## src/rtl/action_exec.sv

```systemverilog
// action_exec: applies one resolved action record per packet to the matching
// AXI4-Stream packet (forward with tdest, drop, trap pulse to the PS).
// Latency: action accepted at N -> first beat accepted >= N+1; beat accepted at M -> on m_* at M+1.
// Backpressure: one registered output stage; s_tready = !m_tvalid || m_tready while forwarding,
//               always 1 while dropping, 0 while idle (waiting for an action).
//
// Ports:
//   clk, rst                      clock, asynchronous active-high reset
//   act_valid/act_ready + act_*   action record handshake (hit, drop, forward, out_port, trap, flow_id)
//   s_t*                          input AXI4-Stream (tdata, tkeep, tlast, tvalid/tready)
//   m_t*                          output AXI4-Stream (tdata, tkeep, tlast, tdest, tvalid/tready)
//   trap_valid, trap_flow_id      one-cycle trap pulse; flow id held until the next trap
// Optional: define ACTION_EXEC_STATS_EN to add 32-bit wrapping fwd_cnt, drop_cnt, trap_cnt outputs.

module action_exec #(
   parameter int                DATA_W    = 64,
   parameter int                PORT_W    = 4,
   parameter bit                MISS_FWD  = 1'b0,
   parameter logic [PORT_W-1:0] MISS_PORT = '0
) (
   input  logic                  clk,
   input  logic                  rst,

   input  logic                  act_valid,
   output logic                  act_ready,
   input  logic                  act_hit,
   input  logic                  act_drop,
   input  logic                  act_forward,
   input  logic [PORT_W-1:0]     act_out_port,
   input  logic                  act_trap,
   input  logic [15:0]           act_flow_id,

   input  logic [DATA_W-1:0]     s_tdata,
   input  logic [DATA_W/8-1:0]   s_tkeep,
   input  logic                  s_tlast,
   input  logic                  s_tvalid,
   output logic                  s_tready,

   output logic [DATA_W-1:0]     m_tdata,
   output logic [DATA_W/8-1:0]   m_tkeep,
   output logic                  m_tlast,
   output logic [PORT_W-1:0]     m_tdest,
   output logic                  m_tvalid,
   input  logic                  m_tready,

   output logic                  trap_valid,
   output logic [15:0]           trap_flow_id
`ifdef ACTION_EXEC_STATS_EN
   ,
   output logic [31:0]           fwd_cnt,
   output logic [31:0]           drop_cnt,
   output logic [31:0]           trap_cnt
`endif
);

   typedef enum logic [1:0] {
      IDLE = 2'd0,
      FWD  = 2'd1,
      DROP = 2'd2
   } state_t;

   state_t            state;
   logic [PORT_W-1:0] pkt_dest;   // tdest for every beat of the current packet
   logic              act_fire;
   logic              beat_fire;
   logic              go_fwd;
   logic [PORT_W-1:0] act_dest;

   // Gated by rst so the record is never taken while reset is held.
   assign act_ready = (state == IDLE) && !rst;
   assign act_fire  = act_valid && act_ready;
   assign beat_fire = s_tvalid && s_tready;

   always_comb begin
      s_tready = 1'b0;
      case (state)
         FWD:     s_tready = !m_tvalid || m_tready;
         DROP:    s_tready = 1'b1;
         default: s_tready = 1'b0;
      endcase
   end

   // Decision for the record at the head of the action stream.
   // Drop wins over forward; a miss follows the MISS_FWD policy.
   always_comb begin
      go_fwd   = MISS_FWD;
      act_dest = MISS_PORT;
      if (act_hit) begin
         go_fwd   = !act_drop && act_forward;
         act_dest = act_out_port;
      end
   end

   always_ff @(posedge clk or posedge rst) begin
      if (rst) begin
         state        <= IDLE;
         pkt_dest     <= '0;
         m_tdata      <= '0;
         m_tkeep      <= '0;
         m_tlast      <= 1'b0;
         m_tdest      <= '0;
         m_tvalid     <= 1'b0;
         trap_valid   <= 1'b0;
         trap_flow_id <= '0;
      end else begin
         trap_valid <= 1'b0;

         // Output register drains independently of state: the last beat of a
         // packet may still be waiting on m_tready after we are back in IDLE.
         if (m_tvalid && m_tready)
            m_tvalid <= 1'b0;

         case (state)
            IDLE: begin
               if (act_fire) begin
                  state    <= go_fwd ? FWD : DROP;
                  pkt_dest <= act_dest;
                  if (act_hit && act_trap) begin
                     trap_valid   <= 1'b1;
                     trap_flow_id <= act_flow_id;
                  end
               end
            end

            FWD: begin
               if (beat_fire) begin
                  m_tdata  <= s_tdata;
                  m_tkeep  <= s_tkeep;
                  m_tlast  <= s_tlast;
                  m_tdest  <= pkt_dest;
                  m_tvalid <= 1'b1;
                  if (s_tlast)
                     state <= IDLE;
               end
            end

            DROP: begin
               if (beat_fire && s_tlast)
                  state <= IDLE;
            end

            default: state <= IDLE;
         endcase
      end
   end

`ifdef ACTION_EXEC_STATS_EN
   always_ff @(posedge clk or posedge rst) begin
      if (rst) begin
         fwd_cnt  <= '0;
         drop_cnt <= '0;
         trap_cnt <= '0;
      end else begin
         if (state == FWD && beat_fire && s_tlast)
            fwd_cnt <= fwd_cnt + 32'd1;
         if (state == DROP && beat_fire && s_tlast)
            drop_cnt <= drop_cnt + 32'd1;
         if (trap_valid)
            trap_cnt <= trap_cnt + 32'd1;
      end
   end
`endif

endmodule

```

## config.mk

```make
export PLATFORM = sky130hd
export DESIGN_NAME = action_exec
export DESIGN_NICKNAME = d
export VERILOG_FILES = /design/src/rtl/action_exec.sv
export SDC_FILE = /design/constraint.sdc
export NUM_CORES = 1
export LEC_CHECK = 0
export BUFFER_PORTS_ARGS = -buffer_cell sky130_fd_sc_hd__buf_2
export CAP_MARGIN = 10
export CELL_PAD_IN_SITES_DETAIL_PLACEMENT = 0
export CELL_PAD_IN_SITES_GLOBAL_PLACEMENT = 1
export CORE_MARGIN = 2
export CORE_UTILIZATION = 30
export DETAILED_ROUTE_END_ITERATION = 7
export PLACE_DENSITY = 0.76
export SYNTH_ARGS = -nofsm -noshare
export SYNTH_HDL_FRONTEND = slang
export SYNTH_SLANG_ARGS = --single-unit
```

## constraint.sdc

```tcl
create_clock -name clk -period 4.1 [get_ports clk]
set_clock_uncertainty 0.2 [all_clocks]
set_input_delay 0.205 -clock clk [delete_from_list [all_inputs] [get_ports clk]]
set_output_delay 0.205 -clock clk [all_outputs]
set_load 0.05 [all_outputs]
```

# ---- Word level (Yosys, flattened, before mapping)
# Index checks and enable logic that the tools add are counted.
dict set report op_classes {
  eq_ne 6
  muxes 15
  reduce_logical 16
}
# op count
set op_table {}
lappend op_table {{$mux 2} 5}
lappend op_table {{$ne 2x2->1 const B} 4}
lappend op_table {{$logic_and 1x1->1} 7}
lappend op_table {{$mux 1} 7}
lappend op_table {{$pmux 2 s3} 1}
lappend op_table {{$mux 4} 1}
lappend op_table {{$reduce_and 2->1} 2}
lappend op_table {{$reduce_and 4->1} 1}
lappend op_table {{$logic_not 1->1} 3}
lappend op_table {{$reduce_and 3->1} 1}
lappend op_table {{$eq 2x1->1 const B} 1}
lappend op_table {{$eq 2x2->1 const B} 1}
lappend op_table {{$logic_not 2->1} 1}
lappend op_table {{$pmux 1 s2} 1}
lappend op_table {{$logic_or 1x1->1} 1}
dict set report totals {
  ff_bits 101
  input_bits 102
  output_inout_bits 97
}

# ---- Depth between registers and ports, before layout
# Gate-level depths: netlist of run 1.
dict set report depth {
  word_depth 7
  ltp_mapped 7
  mapped_depth_nobuf 6
}

# ---- Worst setup path before layout of run 1
# Ideal clock, no wire load.
dict set report synth_timing {
  kind {register -> register}
  startpoint {register state[0]}
  endpoint {register trap_flow_id[0]}
  arrival_time_ns 1.838
  required_ns 3.775
  setup_slack_ns 1.937
  stages_incl_launch_ff 8
  path_buffers 1
  synth_period_minus_slack_ns 2.163
  cell_sequence {dfrtp_1 -> inv_1 -> ha_1 -> nor2b_4 -> nand2_2 -> nor2_8 -> buf_6 -> mux2_2}
}
dict set report synth_via {
  elab_chain_len 4
}
# element line
set synth_rtl {}
lappend synth_rtl {{start: declaration} 62} ;# state_t state;
lappend synth_rtl {{start signal: assignment} 116} ;# state <= go_fwd ? FWD : DROP;
lappend synth_rtl {{$logic_not 2->1} 70} ;# assign act_ready = (state == IDLE) && !rst;
lappend synth_rtl {{$logic_and 1x1->1} 70}
lappend synth_rtl {{named net act_ready} 25} ;# output logic act_ready,
lappend synth_rtl {{$logic_and 1x1->1} 71} ;# assign act_fire = act_valid && act_ready;
lappend synth_rtl {{$reduce_and 3->1 (no line)} --}
lappend synth_rtl {{end signal: assignment} 120} ;# trap_flow_id <= act_flow_id;
lappend synth_rtl {{end: declaration} 47} ;# output logic [15:0] trap_flow_id
# The timed path passes the listed nets, and every way through them passes these cells.
# A chain may end at the register's enable or synchronous reset.

# ---- Final worst setup path of run 1
dict set report layout_timing {
  startpoint {register state[0]}
  endpoint {register m_tdata[51]}
}
dict set report layout_via {
  elab_chain_len 4
  word_cells_on_any_way 5
}
# element line
set layout_rtl {}
lappend layout_rtl {{$eq 2x2->1 or $eq 2x1->1 (tied branches)} {76, 113}}
lappend layout_rtl {{$pmux 1 s2} 76} ;# case (state)
lappend layout_rtl {{$logic_and 1x1->1} 72} ;# assign beat_fire = s_tvalid && s_tready;
lappend layout_rtl {{$reduce_and 2->1 (no line) (*)} --}
lappend layout_rtl {{end signal: assignment} 127} ;# m_tdata <= s_tdata;
lappend layout_rtl {{end: declaration} 39} ;# output logic [DATA_W-1:0] m_tdata,
# Every way passes the cells marked *; elsewhere a longest branch is shown, timed or not.

==> results.md, run 1 <==
* Port Buffers at 198
* Overall Power at 4.00 mW
* Setup TNS at 0 ns
* First-pass GRT wire length at roughly 16000 um
* Sequential share of power at 0.354
* Final Max Slew Viols at 0
* CP required at 4.13 ns
* Total CTS buffers at 9
* Pwr dens at ~620 nW/um^2
* Dpl hpwl at 6230 um
* Status: complete, no violations
* Syn avg cell area at 16.6 um^2
* Post-Synthesis Cell Area at roughly 4000 um^2
* Via count at 3097
* Pre-antenna DRT Iters at 3
* CTS tree: built
* Gpl congestion at ~0.75
* Setup-failing EPs final at 0
* Synth Area in Compound Gates at 0.0159
* Clock Root Buffer: clkbuf_16
* Initial antenna violation count at 0
* Crit path capture type: flop
* Min Clock Period, post-route at 2.34 ns
* Slowest stage delay, CP at 0.39 ns
* Maximum fanout along the worst path at 68
* Mapped Cells at 242
* Register area share after synthesis at 0.630
* Worst-Margin Slew at 0.612 ns
* RSZ-0062 raised after global routing: no
* Clock tree buffer depth at 2
* Crit start category: flop
* CP max-delay cell: mux2_2
* Max cap viols at 0
* Initial Util at 0.305
* Yosys top cell area share at 0.630
* Fillers at 1131
* Pint at 2.25 mW
* Layout area overhead at 61.4%
* Clock Latency Late Sink at 0.34 ns
* NetSw at roughly 1.7 mW
* Final WS setup at 1.76 ns
* Syn Nets at between 300 and 400
* Die Wd at 120 um
* Crit share post-route at 0.570
* CTS sink cnt at a little over 100
* Hold crit path type: in -> reg
* # rows at between 40 and 50
* CP Class: reg -> reg
* Comb pwr share at 0.453
* Clock Power Share at 0.193
* Worst setup path startpoint: state[0]$_DFFE_PP0P_
* Synth area leader: dfrtp_1
* Synth warn at 0
* Core region area at 13100 um^2
* Placed Cells at 610
* Top post-synthesis cells by area: dfrtp_1 63%, mux2_2 18%, mux2_4 11%
* Largest family of logic cells by synthesized area: multiplexers
* Post-synthesis simple-gate area fraction at 0.0328
* Largest net degree at the start of global routing at 69
* Post-route insts no fill at 726
* Crit-path cells: inv_1, ha_1, nand3_1, nor2_4, buf_12, mux2_2
* Die H at 120 um
* Worst-path clk slew at ~0.06 ns
* Residual DRC at 0
* Via density at 4.27
* Share of cells above drive strength 1 at 0.569
* Antenna Violating Nets Remaining at 0
* Worst hold start: act_forward
* XOR/XNOR share of the synthesized area at 0
* Routed WL at roughly 10000 um
* Gr ovfl total at 0
* Switching Share at 0.437
* H-tree levels at 3
* Mux share of post-synthesis cell area at 0.289
* Post-CTS sizing at 0
* Max Clk Rate at 428 MHz
* Die area at 14300 um^2
* Static Leak at 3.42 nW
* Placement Setup Slack at 1.79 ns
* Adder-cell share of the synthesized area at 0.00936
* Final hold vios at 0
* Reg-to-reg startpoint: state[0]$_DFFE_PP0P_
* Yosys reg bits at between 100 and 150
* Relative slew margins at 0.592
* Io pins at 199
* Unique masters post-synth at 22
* Starting DRT DRC Count at 70
* WL per Instance at roughly 14 um
* Crit path DAT at 2.37 ns
* Ant. Diodes at 0
* Nets at between 600 and 700
* Total GRT Usage at 0.145
* Vias in the first global route at about 3400
* Maximum vdd drop at 0.000431 V
power by group through the flow:
stage	clock network (mW)	logic, mW	registers (mW)
global route	0.852	1.89	1.46
detailed placement	0	1.74	1.43
finish	0.772	1.81	1.42
floorplan	0	0.397	2.36
global placement	0	1.73	1.42
CTS	0.807	1.82	1.42
stage by stage:
stage | area (um^2) | util | hold slack [ns]
4_1_cts | 6480 | 0.493 | 0.00408
3_5_place_dp | 5190 | 0.395 | -0.0582
3_3_place_gp | 5190 | 0.395 | -0.0655
5_1_grt | 6480 | 0.493 | 0.0260
2_1_floorplan | 4010 | - | 0.141
6_report | 6480 | 0.493 | 0.0105
routing by layer:
metal  track usage  up-vias  wire length, um
li1              -     1453                -
met2         0.248      141             5040
met4        0.0662        0              232
met1         0.158     1486             3960
met3        0.0551       17              848
met5             0        -                0
registers in the layout (all words and copies together), names as in the netlist:
signal	cells
trap_valid	1
m_tvalid	1
m_tlast	1
state	2
m_tdest	4
pkt_dest	4
m_tkeep	8
trap_flow_id	16
m_tdata	64
cell usage in the layout, fill, tap and decap left out:
| cell type | count |
|---|---|
| clkbuf_16 | 9 |
| nand2_1 | 10 |
| clkbuf_8 | 1 |
| inv_4 | 1 |
| a21o_1 | 1 |
| buf_4 | 2 |
| o22ai_1 | 1 |
| mux2_4 | 30 |
| buf_12 | 1 |
| nor2_8 | 1 |
| buf_2 | 198 |
| a41o_1 | 1 |
| ha_1 | 3 |
| dfrtp_1 | 101 |
| nand3b_1 | 1 |
| nand3_1 | 3 |
| o21ai_0 | 6 |
| a21oi_1 | 2 |
| nand2_2 | 1 |
| clkinvlp_4 | 2 |
| mux2_2 | 63 |
| inv_1 | 3 |
| clkinv_4 | 1 |
| nand2b_1 | 1 |
| dlygate4sd3_1 | 102 |
| nor2_4 | 1 |
| clkbuf_1 | 1 |
| nor2b_1 | 1 |
| nor3b_2 | 1 |
| nor2b_4 | 1 |
critical path: cells and delay by family (launching register included):
kind | cells | cell delay (ns)
flip-flops | 1 | 0.35
AND/OR/NAND/NOR | 2 | 0.43
multiplexers | 1 | 0.39
adder cells (fa/ha/maj) | 1 | 0.30
buffers and inverters | 2 | 0.43
logic make-up (layout without fill, tap and decap cells):
logic type,Yosys count,count (layout)
flops,101,101
mux,93,93
simple gates,21,21
buf+inv,13,321
compound gates,11,11
fa+ha+maj,3,3
what timing repair did:
action                    4_1_cts  5_1_grt
setup buffers                   0        0
hold buffers                  102        0
hold endpoints to repair      175        0
worst paths after layout:
path / endpoint / slack, ns / depth (start not counted)
worst max-delay path: m_tdata[51]$_DFFE_PP0P_ / 1.76 / 6
worst min-delay path: state[0]$_DFFE_PP0P_ / 0.01 / 3
worst max register to register: m_tdata[51]$_DFFE_PP0P_ / 1.76 / 6
worst min register to register: pkt_dest[3]$_DFFE_PP0P_ / 0.28 / 2
max in group asynchronous: m_tdata[0]$_DFFE_PP0P_ / 2.77 / 4
min in group asynchronous: m_tvalid$_DFF_PP0_ / 0.13 / 3
Yosys cell counts:
cell type and instances:
nor2b_1 1, buf_6 5, nand2b_1 1, nand2_1 10, buf_2 4, a21o_1 1, nor3b_2 1, a21oi_1 2
nand2_2 1, dfrtp_1 101, a41o_1 1, nor2_8 1, ha_1 3, mux2_4 30, nor2b_4 1, nand3_1 3
nor2_2 1, mux2_2 63, inv_1 4, o22ai_1 1, nand3b_1 1, o21ai_0 6
area by class of cell:
class | instances | area [um^2] | share of cell area
Clock buffer | 11 | 243 | 0.0375
Clock inverter | 3 | 23.8 | 0.00367
Inverter | 4 | 17.5 | 0.00270
Multi-Input combinational cell | 128 | 1400 | 0.216
Sequential cell | 101 | 2530 | 0.390
Tap cell | 176 | 220 | 0.0340
Timing Repair Buffer | 303 | 2050 | 0.316
(Power assumes the default switching activity.)
==> run 2: changes to the inputs <==
- clock period: 4.1 -> 2.2 ns (I/O delays scaled with it)
==> run 2 against run 1 <==
Against the previous run:
- routed wire length grew 6.9%
- die area did not move
- register-to-register slack lost 1.6 ns
- largest cell class unchanged
- critical endpoint is now trap_flow_id[6]$_DFFE_PP0P_
- flip-flop and latch count unchanged
- sequential power increased by 87%
- via count up 1.0%
- combinational power rose by 88%
==> results.md, run 2 (same netlist as run 1, synthesis figures left out) <==
* Relative slew margins at 0.646 (+0.0540)
* Final hold vios at 0 (unchanged)
* Crit path DAT at 2.08 ns (-0.29 ns)
* Worst-path clk slew at 0.07 ns (about the same)
* Largest register FFs at 64 (unchanged)
* Dpl hpwl at 6380 um (+2.4%)
* CP required at 2.22 ns (-1.91 ns)
* Gr ovfl total at 0 (unchanged)
* Via count at 3128 (+1.0%)
* Ant. Diodes at 0 (unchanged)
* RSZ-0062 raised after global routing: no
* CP max-delay cell: dfrtp_1
* Core region area at 13100 um^2 (unchanged)
* Most frequent cells in the layout: 198 x buf_2, 104 x dlygate4sd3_1, 101 x dfrtp_1
* CTS sink cnt at 101 (unchanged)
* Vias in the first global route at 3455 (+2.0%)
* Largest net degree at the start of global routing at 102 (+48%)
* Max Clk Rate at 486 MHz (+14%)
* # rows at 42 (unchanged)
* Initial antenna violation count at 0 (unchanged)
* Hold crit path type: in -> reg
* Die area at 14300 um^2 (unchanged)
* Setup-failing EPs final at 0 (unchanged)
* Min Clock Period, post-route at 2.06 ns (-0.281 ns)
* Clock tree buffer depth at 2 (unchanged)
* Clock Latency Late Sink at 0.34 ns (about the same)
* Io pins at 199 (unchanged)
* Static Leak at 3.47 nW (+1.4%)
* WP buf/inv at 1 (-1)
* WL per Instance at 14.8 um (+6.3%)
* Share of cells above drive strength 1 at 0.569 (about the same)
* Maximum vdd drop at 0.000906 V (+110%)
* First-pass GRT wire length at 17300 um (+5.9%)
* Residual DRC at 0 (unchanged)
* Crit start category: flop
* Placed Area at 5220 um^2 (+0.51%)
* Final WS setup at 0.142 ns (-1.62 ns)
* Clock Root Buffer: clkbuf_16
* Routed WL at 10800 um (+6.9%)
* Final Max Slew Viols at 0 (unchanged)
* Top cell family by delay on the critical path: simple AND/OR/NAND/NOR gates
* Maximum fanout along the worst path at 17 (-75%)
* Starting DRT DRC Count at 83 (+19%)
* Nets at 654 (+0.31%)
* Total CTS buffers at 9 (unchanged)
* CTS tree: built
* H-tree levels at 3 (unchanged)
* Status: complete, no violations
* Crit path capture type: flop
* Fillers at 1132 (+0.088%)
* Setup TNS at 0 ns (unchanged)
* Pre-antenna DRT Iters at 4 (+1)
* Gpl congestion at 0.716 (-4.2%)
* Antenna Violating Nets Remaining at 0 (unchanged)
* Crit share post-route at 0.935 (+0.365)
* Via density at 4.28 (+0.45%)
* Crit-path cells: inv_1, ha_1, nor2b_4, nand2_2, nor2_8, mux2_2
* Commonest non-fill, non-tap cell in the layout: buf_2
* Die Wd at 120 um (unchanged)
* Pwr dens at 1180 nW/um^2 (+91%)
* Layout area overhead at 64.1%
* Initial Util at 0.305 (unchanged)
* Worst-Margin Slew at 0.531 ns (-0.0810 ns)
* Most flops, register: m_tdata
* Fin area at 6580 um^2 (+1.6%)
* CP Class: reg -> reg
* Placement Setup Slack at 0.136 ns (-1.65 ns)
* Total GRT Usage at 0.154 (+0.00989)
* Max cap viols at 0 (unchanged)
* Slowest stage delay, CP at 0.38 ns (about the same)
* Die H at 120 um (unchanged)
* Port Buffers at 198 (unchanged)
* Top flop regs: m_tdata (64), trap_flow_id (16), m_tkeep (8)
run 2: cell count changes in the layout (fill, tap and decap cells not counted), sizes merged:
| cell | previous run | this run |
|---|---|---|
| clkinvlp | 2 | 1 |
| bufinv | 0 | 2 |
| clkinv | 1 | 2 |
| dlygate4sd3 | 102 | 104 |
run 2: worst min-delay path, stage by stage:
cell and delay (ns):
buf_2 0.13, nand2_1 0.17, nor2_8 0.10
run 2: metrics by stage:
step / hold slack (ns) / std cells / util / power (mW)
global route: 0.0492 / 730 / 0.501 / 8.13
CTS: 0.0343 / 730 / 0.501 / 7.85
global placement: 0.141 / 610 / 0.397 / 5.88
detailed placement: 0.145 / 610 / 0.397 / 5.93
floorplan: 0.0460 / 242 / - / 5.13
finish: 0.0393 / 730 / 0.501 / 7.77
run 2: path summary, 6_finish.rpt:
path / depth (start not counted) / start / slack, ns / endpoint
worst max-delay path: 6 / state[0]$_DFFE_PP0P_ / 0.14 / trap_flow_id[6]$_DFFE_PP0P_
worst min-delay path: 3 / act_hit / 0.04 / trap_valid$_DFF_PP0_
worst max register to register: 6 / state[0]$_DFFE_PP0P_ / 0.14 / trap_flow_id[6]$_DFFE_PP0P_
worst min register to register: 2 / pkt_dest[3]$_DFFE_PP0P_ / 0.29 / pkt_dest[3]$_DFFE_PP0P_
max in group asynchronous: 4 / rst / 1.08 / m_tdata[56]$_DFFE_PP0P_
min in group asynchronous: 4 / rst / 0.32 / m_tdata[50]$_DFFE_PP0P_
run 2: final cells by class:
class                      instances  area (um^2)  area share
sequential                       101         2530       0.384
timing repair buffer             305         2090       0.318
multi-input combinational        128         1400       0.212
clock buffer                      11          243      0.0369
tap                              176          220      0.0335
clock inverter                     5         82.6      0.0125
inverter                           4         18.8     0.00285
run 2: metal layers:
| layer | part of all wire | global-route usage | vias to the layer above |
|---|---|---|---|
| met2 | 0.50 | 0.268 | 145 |
| li1 | - | - | 1457 |
| met4 | 0.016 | 0.0507 | 0 |
| met3 | 0.072 | 0.0547 | 15 |
| met1 | 0.41 | 0.178 | 1511 |
| met5 | 0 | 0 | - |
run 2: what timing repair did:
item	in CTS	in global routing
hold buffers	104	0
gates resized for setup	0	0
endpoints found under the setup margin	0	0
hold endpoints to repair	198	0
buffers inserted	0	0
run 2: power breakdown:
group          internal (mW)  total (mW)  switching, mW
Combinational           1.04        3.41           2.37
Clock                   1.03        1.72          0.684
Sequential              2.38        2.65          0.268
Total                   4.45        7.77           3.32
